**config.mk**
```make
export PLATFORM = sky130hd
export DESIGN_NAME = reg_file_scoreboard
export DESIGN_NICKNAME = d
export VERILOG_FILES = /design/src/rtl/reg_file_scoreboard.sv
export SDC_FILE = /design/constraint.sdc
export NUM_CORES = 1
export LEC_CHECK = 0
export ABC_AREA = 1
export BUFFER_PORTS_ARGS = -buffer_cell sky130_fd_sc_hd__buf_2
export CELL_PAD_IN_SITES_DETAIL_PLACEMENT = 1
export CELL_PAD_IN_SITES_GLOBAL_PLACEMENT = 1
export CORE_ASPECT_RATIO = 0.75
export CORE_MARGIN = 5
export CORE_UTILIZATION = 46
export DETAILED_ROUTE_END_ITERATION = 8
export PLACE_DENSITY = 0.83
export SETUP_SLACK_MARGIN = 0.2
export SYNTH_ARGS = -nofsm -noshare
export SYNTH_HDL_FRONTEND = slang
export SYNTH_SLANG_ARGS = --single-unit
```
**constraint.sdc**
```tcl
create_clock -name clk -period 3 [get_ports clk]
set_clock_uncertainty 0.05 [all_clocks]
set_input_delay 0.15 -clock clk [delete_from_list [all_inputs] [get_ports clk]]
set_output_delay 0.15 -clock clk [all_outputs]
set_load 0.005 [all_outputs]
```
**src/rtl/reg_file_scoreboard.sv**
```systemverilog
// 16-entry register file with a per-register pending-write scoreboard for decode.
// Reads are combinational with same-cycle writeback bypass; errors are sticky until reset.
module reg_file_scoreboard #(
    parameter int DATA_W = 16,
    parameter int CNT_W  = 2
) (
    input  logic              clk,
    input  logic              rst,
    input  logic [3:0]        srcReg1,
    input  logic [3:0]        srcReg2,
    input  logic [3:0]        nextDestReg,
    input  logic              reserve,
    input  logic              wbEn,
    input  logic [3:0]        wbReg,
    input  logic [DATA_W-1:0] wbVal,
    output logic [DATA_W-1:0] srcRegVal1,
    output logic [DATA_W-1:0] srcRegVal2,
    output logic              inuse1,
    output logic              inuse2,
    output logic              scbErr
);

    localparam logic [CNT_W-1:0] CNT_MAX = {CNT_W{1'b1}};
    localparam logic [CNT_W-1:0] CNT_ONE = CNT_W'(1);

    logic [DATA_W-1:0] regs_q [16];
    logic [DATA_W-1:0] regs_d [16];
    logic [CNT_W-1:0]  cnt_q  [16];
    logic [CNT_W-1:0]  cnt_d  [16];
    logic              scb_err_q, scb_err_d;
    logic              same_idx;

    // A reserve and a writeback on the same register cancel in the counter.
    assign same_idx = reserve && wbEn && (nextDestReg == wbReg);

    always_comb begin
        for (int i = 0; i < 16; i++) begin
            regs_d[i] = regs_q[i];
            cnt_d[i]  = cnt_q[i];
        end
        scb_err_d = scb_err_q;

        if (wbEn) begin
            regs_d[wbReg] = wbVal;
            if (!same_idx) begin
                if (cnt_q[wbReg] == '0) scb_err_d = 1'b1;
                else                    cnt_d[wbReg] = cnt_q[wbReg] - CNT_ONE;
            end
        end

        if (reserve && !same_idx) begin
            if (cnt_q[nextDestReg] == CNT_MAX) scb_err_d = 1'b1;
            else                               cnt_d[nextDestReg] = cnt_q[nextDestReg] + CNT_ONE;
        end
    end

    always_ff @(posedge clk or negedge rst) begin
        if (!rst) begin
            for (int i = 0; i < 16; i++) begin
                regs_q[i] <= '0;
                cnt_q[i]  <= '0;
            end
            scb_err_q <= 1'b0;
        end else begin
            for (int i = 0; i < 16; i++) begin
                regs_q[i] <= regs_d[i];
                cnt_q[i]  <= cnt_d[i];
            end
            scb_err_q <= scb_err_d;
        end
    end

    // Read ports: the in-flight writeback counts as already retired, so
    // in-use drops one cycle early and never goes negative.
    logic [3:0]        src   [2];
    logic [DATA_W-1:0] rd_val[2];
    logic              rd_use[2];
    logic              wb_hit[2];

    assign src[0] = srcReg1;
    assign src[1] = srcReg2;

    always_comb begin
        for (int p = 0; p < 2; p++) begin
            wb_hit[p] = wbEn && (wbReg == src[p]);
            rd_val[p] = wb_hit[p] ? wbVal : regs_q[src[p]];
            rd_use[p] = wb_hit[p] ? (cnt_q[src[p]] > CNT_ONE) : (cnt_q[src[p]] != '0);
        end
    end

    assign srcRegVal1 = rd_val[0];
    assign srcRegVal2 = rd_val[1];
    assign inuse1     = rd_use[0];
    assign inuse2     = rd_use[1];
    assign scbErr     = scb_err_q;

endmodule

```
# Word level (Yosys, flattened, before mapping)
# Cells that the tools add are included.
[word_totals]
regBits = 289
in_bits = 36
wordCells = 103
[classes]
add_sub_neg = 2
order_cmp = 8
eq_ne = 4
mux = 41
n_bitwise = 4
reduce_logical = 11
[ops]
columns = ["operator", "count"]
rows = [
  ["256-bit bitwise mux", 1],
  ["32-bit 2-to-1 mux", 5],
  ["16-bit binary-select mux with 4-bit select", 2],
  ["16-bit 2-to-1 mux", 7],
  ["32-bit bitwise mux", 2],
  ["16-bit demux with 4-bit select", 1],
  ["2-bit binary-select mux with 4-bit select", 4],
  ["5-bit >= comparator (second input constant)", 4],
  ["2-bit 2-to-1 mux", 10],
  ["4-bit NOT with 5-bit output", 4],
  ["2-bit demux with 4-bit select", 2],
  ["4-bit equality test", 3],
  ["5-bit by 1-bit < comparator with 1-bit output (second input constant)", 2],
  ["1-bit logical AND", 7],
  ["1-bit 2-to-1 mux", 7],
  ["2-bit by 1-bit > comparator with 1-bit output (second input constant)", 2],
  ["2-bit nonzero test", 2],
  ["2-bit by 1-bit adder with 2-bit output (second input constant)", 1],
  ["2-bit equality test (second input constant)", 1],
  ["2-bit logical NOT", 1],
  ["2-bit by 1-bit subtractor with 2-bit output (second input constant)", 1],
  ["1-bit logical NOT", 1],
]

# Logic depth before layout (Yosys ltp)
[depth]
word_depth = 12
ltp_mapped = 20
depth_no_buf = 17

# Worst setup path after synthesis
# OpenSTA, ideal clock, no wires.
[synth_path]
path_type = "input to register"
startpoint = "input wbReg[2]"
endpoint = "register cnt_q[9] in the netlist's numbering"
setup_ns = 0.117
arrival_time_ns = 2.188
t_required_ns = 2.833
path_slack_ns = 0.645
path_stages = 16
path_buffers = 4
path_cell_list = "buf_2 > nor2_2 > nand2_1 > nand2_2 > nor2_8 > buf_8 > ha_1 > or2_1 > clkbuf_1 > clkbuf_1 > nor2_1 > nand2_2 > nand2_1 > o21ai_1 > nand2_1 > nand2_1"
[synth_rtl]
columns = ["element", "line_no", "rtl"]
rows = [
  ["from (decl)", "14", "input logic [3:0] wbReg,"],
  ["to (signal, indexed assignment)", "67", "cnt_q[i] <= cnt_d[i];"],
  ["to (decl)", "28", "logic [CNT_W-1:0] cnt_q [16];"],
]

==> flow_summary.json <==
{
  "outcome": "finished clean",
  "path_clk_slew_ns": 0.06,
  "path_class": "reg -> reg",
  "cpPeakStageDelay_ns": 0.50,
  "cts_buffers": 34,
  "core_um2": 38300,
  "place_hpwl_um": 44500,
  "initial_utilization_pct": 46.5,
  "io_pins": 71,
  "yosys_warnings": 0,
  "die-area_um2": 42800,
  "crit_slowest_cell": "dfrtp_1",
  "synth_edf_count": 0,
  "htreeDepth": 2,
  "p_int_uw": 8720,
  "rows": 62,
  "cts_sinks": 289,
  "worstMarginPinSlew_ns": 0.747,
  "die_height_um": 181,
  "syn2layout_area_growth_pct": 11.2,
  "routed_via_density": 6.12,
  "avgSynthCellArea_um2": 6.98,
  "holdCritStartpoint": "wbVal[15]",
  "setup-violations-final": 0,
  "relSlewSlack_pct": 50.2,
  "drt_iter0_drc": 1838,
  "worstHoldPathCells": 4,
  "period_share_pct": 85.9,
  "seqCellArea_um2": 7230,
  "ys_seq_elements": 289,
  "fin_crit_ns": 2.58,
  "crit_fanout": 5,
  "fmax_ghz": 0.388,
  "grt_start_max_net_pins": 139,
  "detail-route-antenna-nets": 0,
  "crit_path_cell_trace": "buf_4 > nand2_1 > nand2_1 > nand2_1 > nand3_1 > nand2_1 > nand2_1 > nor2_2 > inv_1 > ha_1 > inv_1 > nand2_1 > nor2_1 > nand3_2 > nand2_1 > inv_1 > a21oi_1",
  "cap_violations": 0,
  "multiInputGateArea_um2": 8900,
  "fillerInstances": 5000,
  "cts_tree": "yes",
  "tns_ns": 0,
  "grt_pass1_wl_um": 112000,
  "pwr-share-comb_pct": 29.3,
  "via_count": 18800,
  "grt_use_total_pct": 32.7,
  "grt-ovfl-total": 0,
  "drc": 0,
  "nets": 2579,
  "p_sw_share_pct": 37.6,
  "drive_above_1_share_pct": 10.6,
  "die_w_um": 237,
  "clockBufferDepth": 3,
  "antenna_found_initial": 0,
  "rr_startpoint": "cnt_q[6]",
  "insertion_delay_ns": 0.51,
  "grt_pass1_vias": 19400,
  "crit_required_ns": 3.38,
  "gp_congestion": 0.976,
  "r2r_slack_ns": 0.42,
  "totalWireLength_um": 71600,
  "critPathMostFrequentCell": "nand2_1",
  "hold_path_end": "regs_q[95]",
  "p_switching_uw": 5250,
  "power.density_nw_per_um2": 705,
  "async_reset_ff_share_pct": 100,
  "ir_drop_mv": 0.387,
  "routedWlPerCell_um": 23.3,
  "power.share.sequential_pct": 40.6,
  "rsz0062_at_grt": "false",
  "crit_arrival_ns": 2.96,
  "slew_violations": 0,
  "start_kind": "flip-flop",
  "p_leak_uw": 0.00942,
  "r2r_cells": 17,
  "syn_area_um2": 17800,
  "p_clk_share_pct": 30.1,
  "hp-class": "in -> reg",
  "cts_setup_buffers": 0,
  "first_pass_iters": 6,
  "ys.flop_type": "dfrtp_1",
  "synth_nets": 2593,
  "worst_setup_path_end_kind": "flip-flop",
  "p_total_uw": 14000,
  "synth_cell_types": 33,
  "synthCells": 2555,
  "r2r-end": "cnt_q[16]",
  "hold_violations": 0,
  "clock-root-buffer": "clkbuf_16",
  "ys_seq_area_share_pct": 40.6,
  "io_buffers": 70
}
## flip-flops by register name, indices dropped and copies added (netlist names)
signal,cells
regs_q,256
cnt_q,32
scbErr,1
## power by group through the flow
stage | clock (uW) | combinational (uW) | sequential (uW)
after floorplan | 0 | 2460 | 5410
after global placement | 0 | 3780 | 5630
after detailed placement | 0 | 3990 | 5680
after CTS | 4250 | 4040 | 5630
after global routing | 4410 | 4550 | 5750
final | 4210 | 4100 | 5670
## kinds of logic (layout without fill, tap and decap cells)
group,count (synthesis),in the layout,share of synthesized area [%]
compound gates,780,780,24.4
fa+ha+maj,2,2,0.140
buf+inv,419,427,9.56
flops,289,289,40.6
other cells,0,1,0
simple gates,1065,1065,25.3
## critical path: cells and delay by family, from the launching register on
kind / cells / cell delay, ns
AND/OR/NAND/NOR: 11 / 1.22
adder cells (fa/ha/maj): 1 / 0.17
AO/OA/AOI/OAI: 1 / 0.13
buffers and inverters: 4 / 0.44
flip-flops: 1 / 0.50
## cell usage after synthesis (14+ instances only)
library cell,number,share of area [%]
nand3_2,16,0.90
buf_1,22,0.46
o21ai_1,73,2.0
a22oi_1,14,0.59
inv_1,202,4.3
o21ai_0,391,11
a21oi_1,140,3.9
buf_2,58,1.6
nand3_1,240,6.7
nor2_1,88,1.9
o211ai_1,147,6.2
nand2_2,22,0.77
dfrtp_1,289,41
nand2_1,684,14
clkbuf_1,117,2.5
## metal layers
metal / vias to the layer above / global-route usage [%] / wire length [um]
met2: 704 / 51.1 / 32200
met1: 9449 / 45.1 / 30800
met3: 164 / 6.55 / 5760
met5: - / 0 / 0
met4: 0 / 12.3 / 2740
li1: 8519 / - / -
## timing repair
| action | CTS | global route |
|---|---|---|
| hold buffers | 2 | 0 |
| hold endpoints to repair | 61 | 0 |
| gates resized for setup | 0 | 2 |
| setup endpoints to repair | 0 | 2 |
## placed cells by master (no fill, tap or decap), types with 2 or more instances in the layout
master,count
o21ai_0,391
buf_4,79
clkinv_2,4
clkbuf_1,8
bufinv_16,2
a21oi_1,140
o211ai_1,147
a21oi_2,9
dlygate4sd3_1,2
ha_1,2
nand2_1,684
clkbuf_16,35
inv_1,202
buf_12,9
clkinv_4,2
nor2_2,7
o22ai_1,3
nand3_1,240
dfrtp_1,289
nor2_1,87
nor2_4,2
buf_2,65
nand3_2,16
nand2_2,22
o21ai_1,73
clkinv_1,3
clkbuf_8,8
a22oi_1,14
nand4_1,3
inv_2,6
## worst max path at each step
stage / endpoint / startpoint / cells past startpoint / slack, ns
after floorplan: cnt_q[9] / wbReg[2] / 16 / 0.65
after global routing: cnt_q[18] / cnt_q[6] / 17 / 0.24
final: cnt_q[16] / cnt_q[6] / 17 / 0.42
after CTS: cnt_q[18] / cnt_q[6] / 17 / 0.42
after detailed placement: cnt_q[23] / wbReg[0] / 13 / 0.16
after global placement: cnt_q[13] / wbReg[1] / 16 / 0.33
## layout make-up
class / instances / share of cell area [%]
clock inverters: 9 / 0.537
repair buffers: 158 / 5.86
inverters: 211 / 4.00
diodes: 1 / 0.0126
multi-input cells: 1847 / 44.9
well taps: 512 / 3.23
clock buffers: 49 / 4.99
flip-flops and latches: 289 / 36.5
## stage by stage
stage | cells | instance area (um^2) | setup WS, ns | util (%) | hold WS [ns]
after floorplan | 2555 | 17800 | 0.645 | - | -0.196
after global placement | 3015 | 18700 | 0.327 | 48.8 | 0.0964
after detailed placement | 3015 | 18700 | 0.162 | 48.8 | 0.101
after CTS | 3075 | 19800 | 0.416 | 51.7 | 0.0387
after global routing | 3075 | 19800 | 0.242 | 51.7 | 0.0641
final | 3076 | 19800 | 0.423 | 51.7 | 0.0464
(Power assumes the default switching activity.)
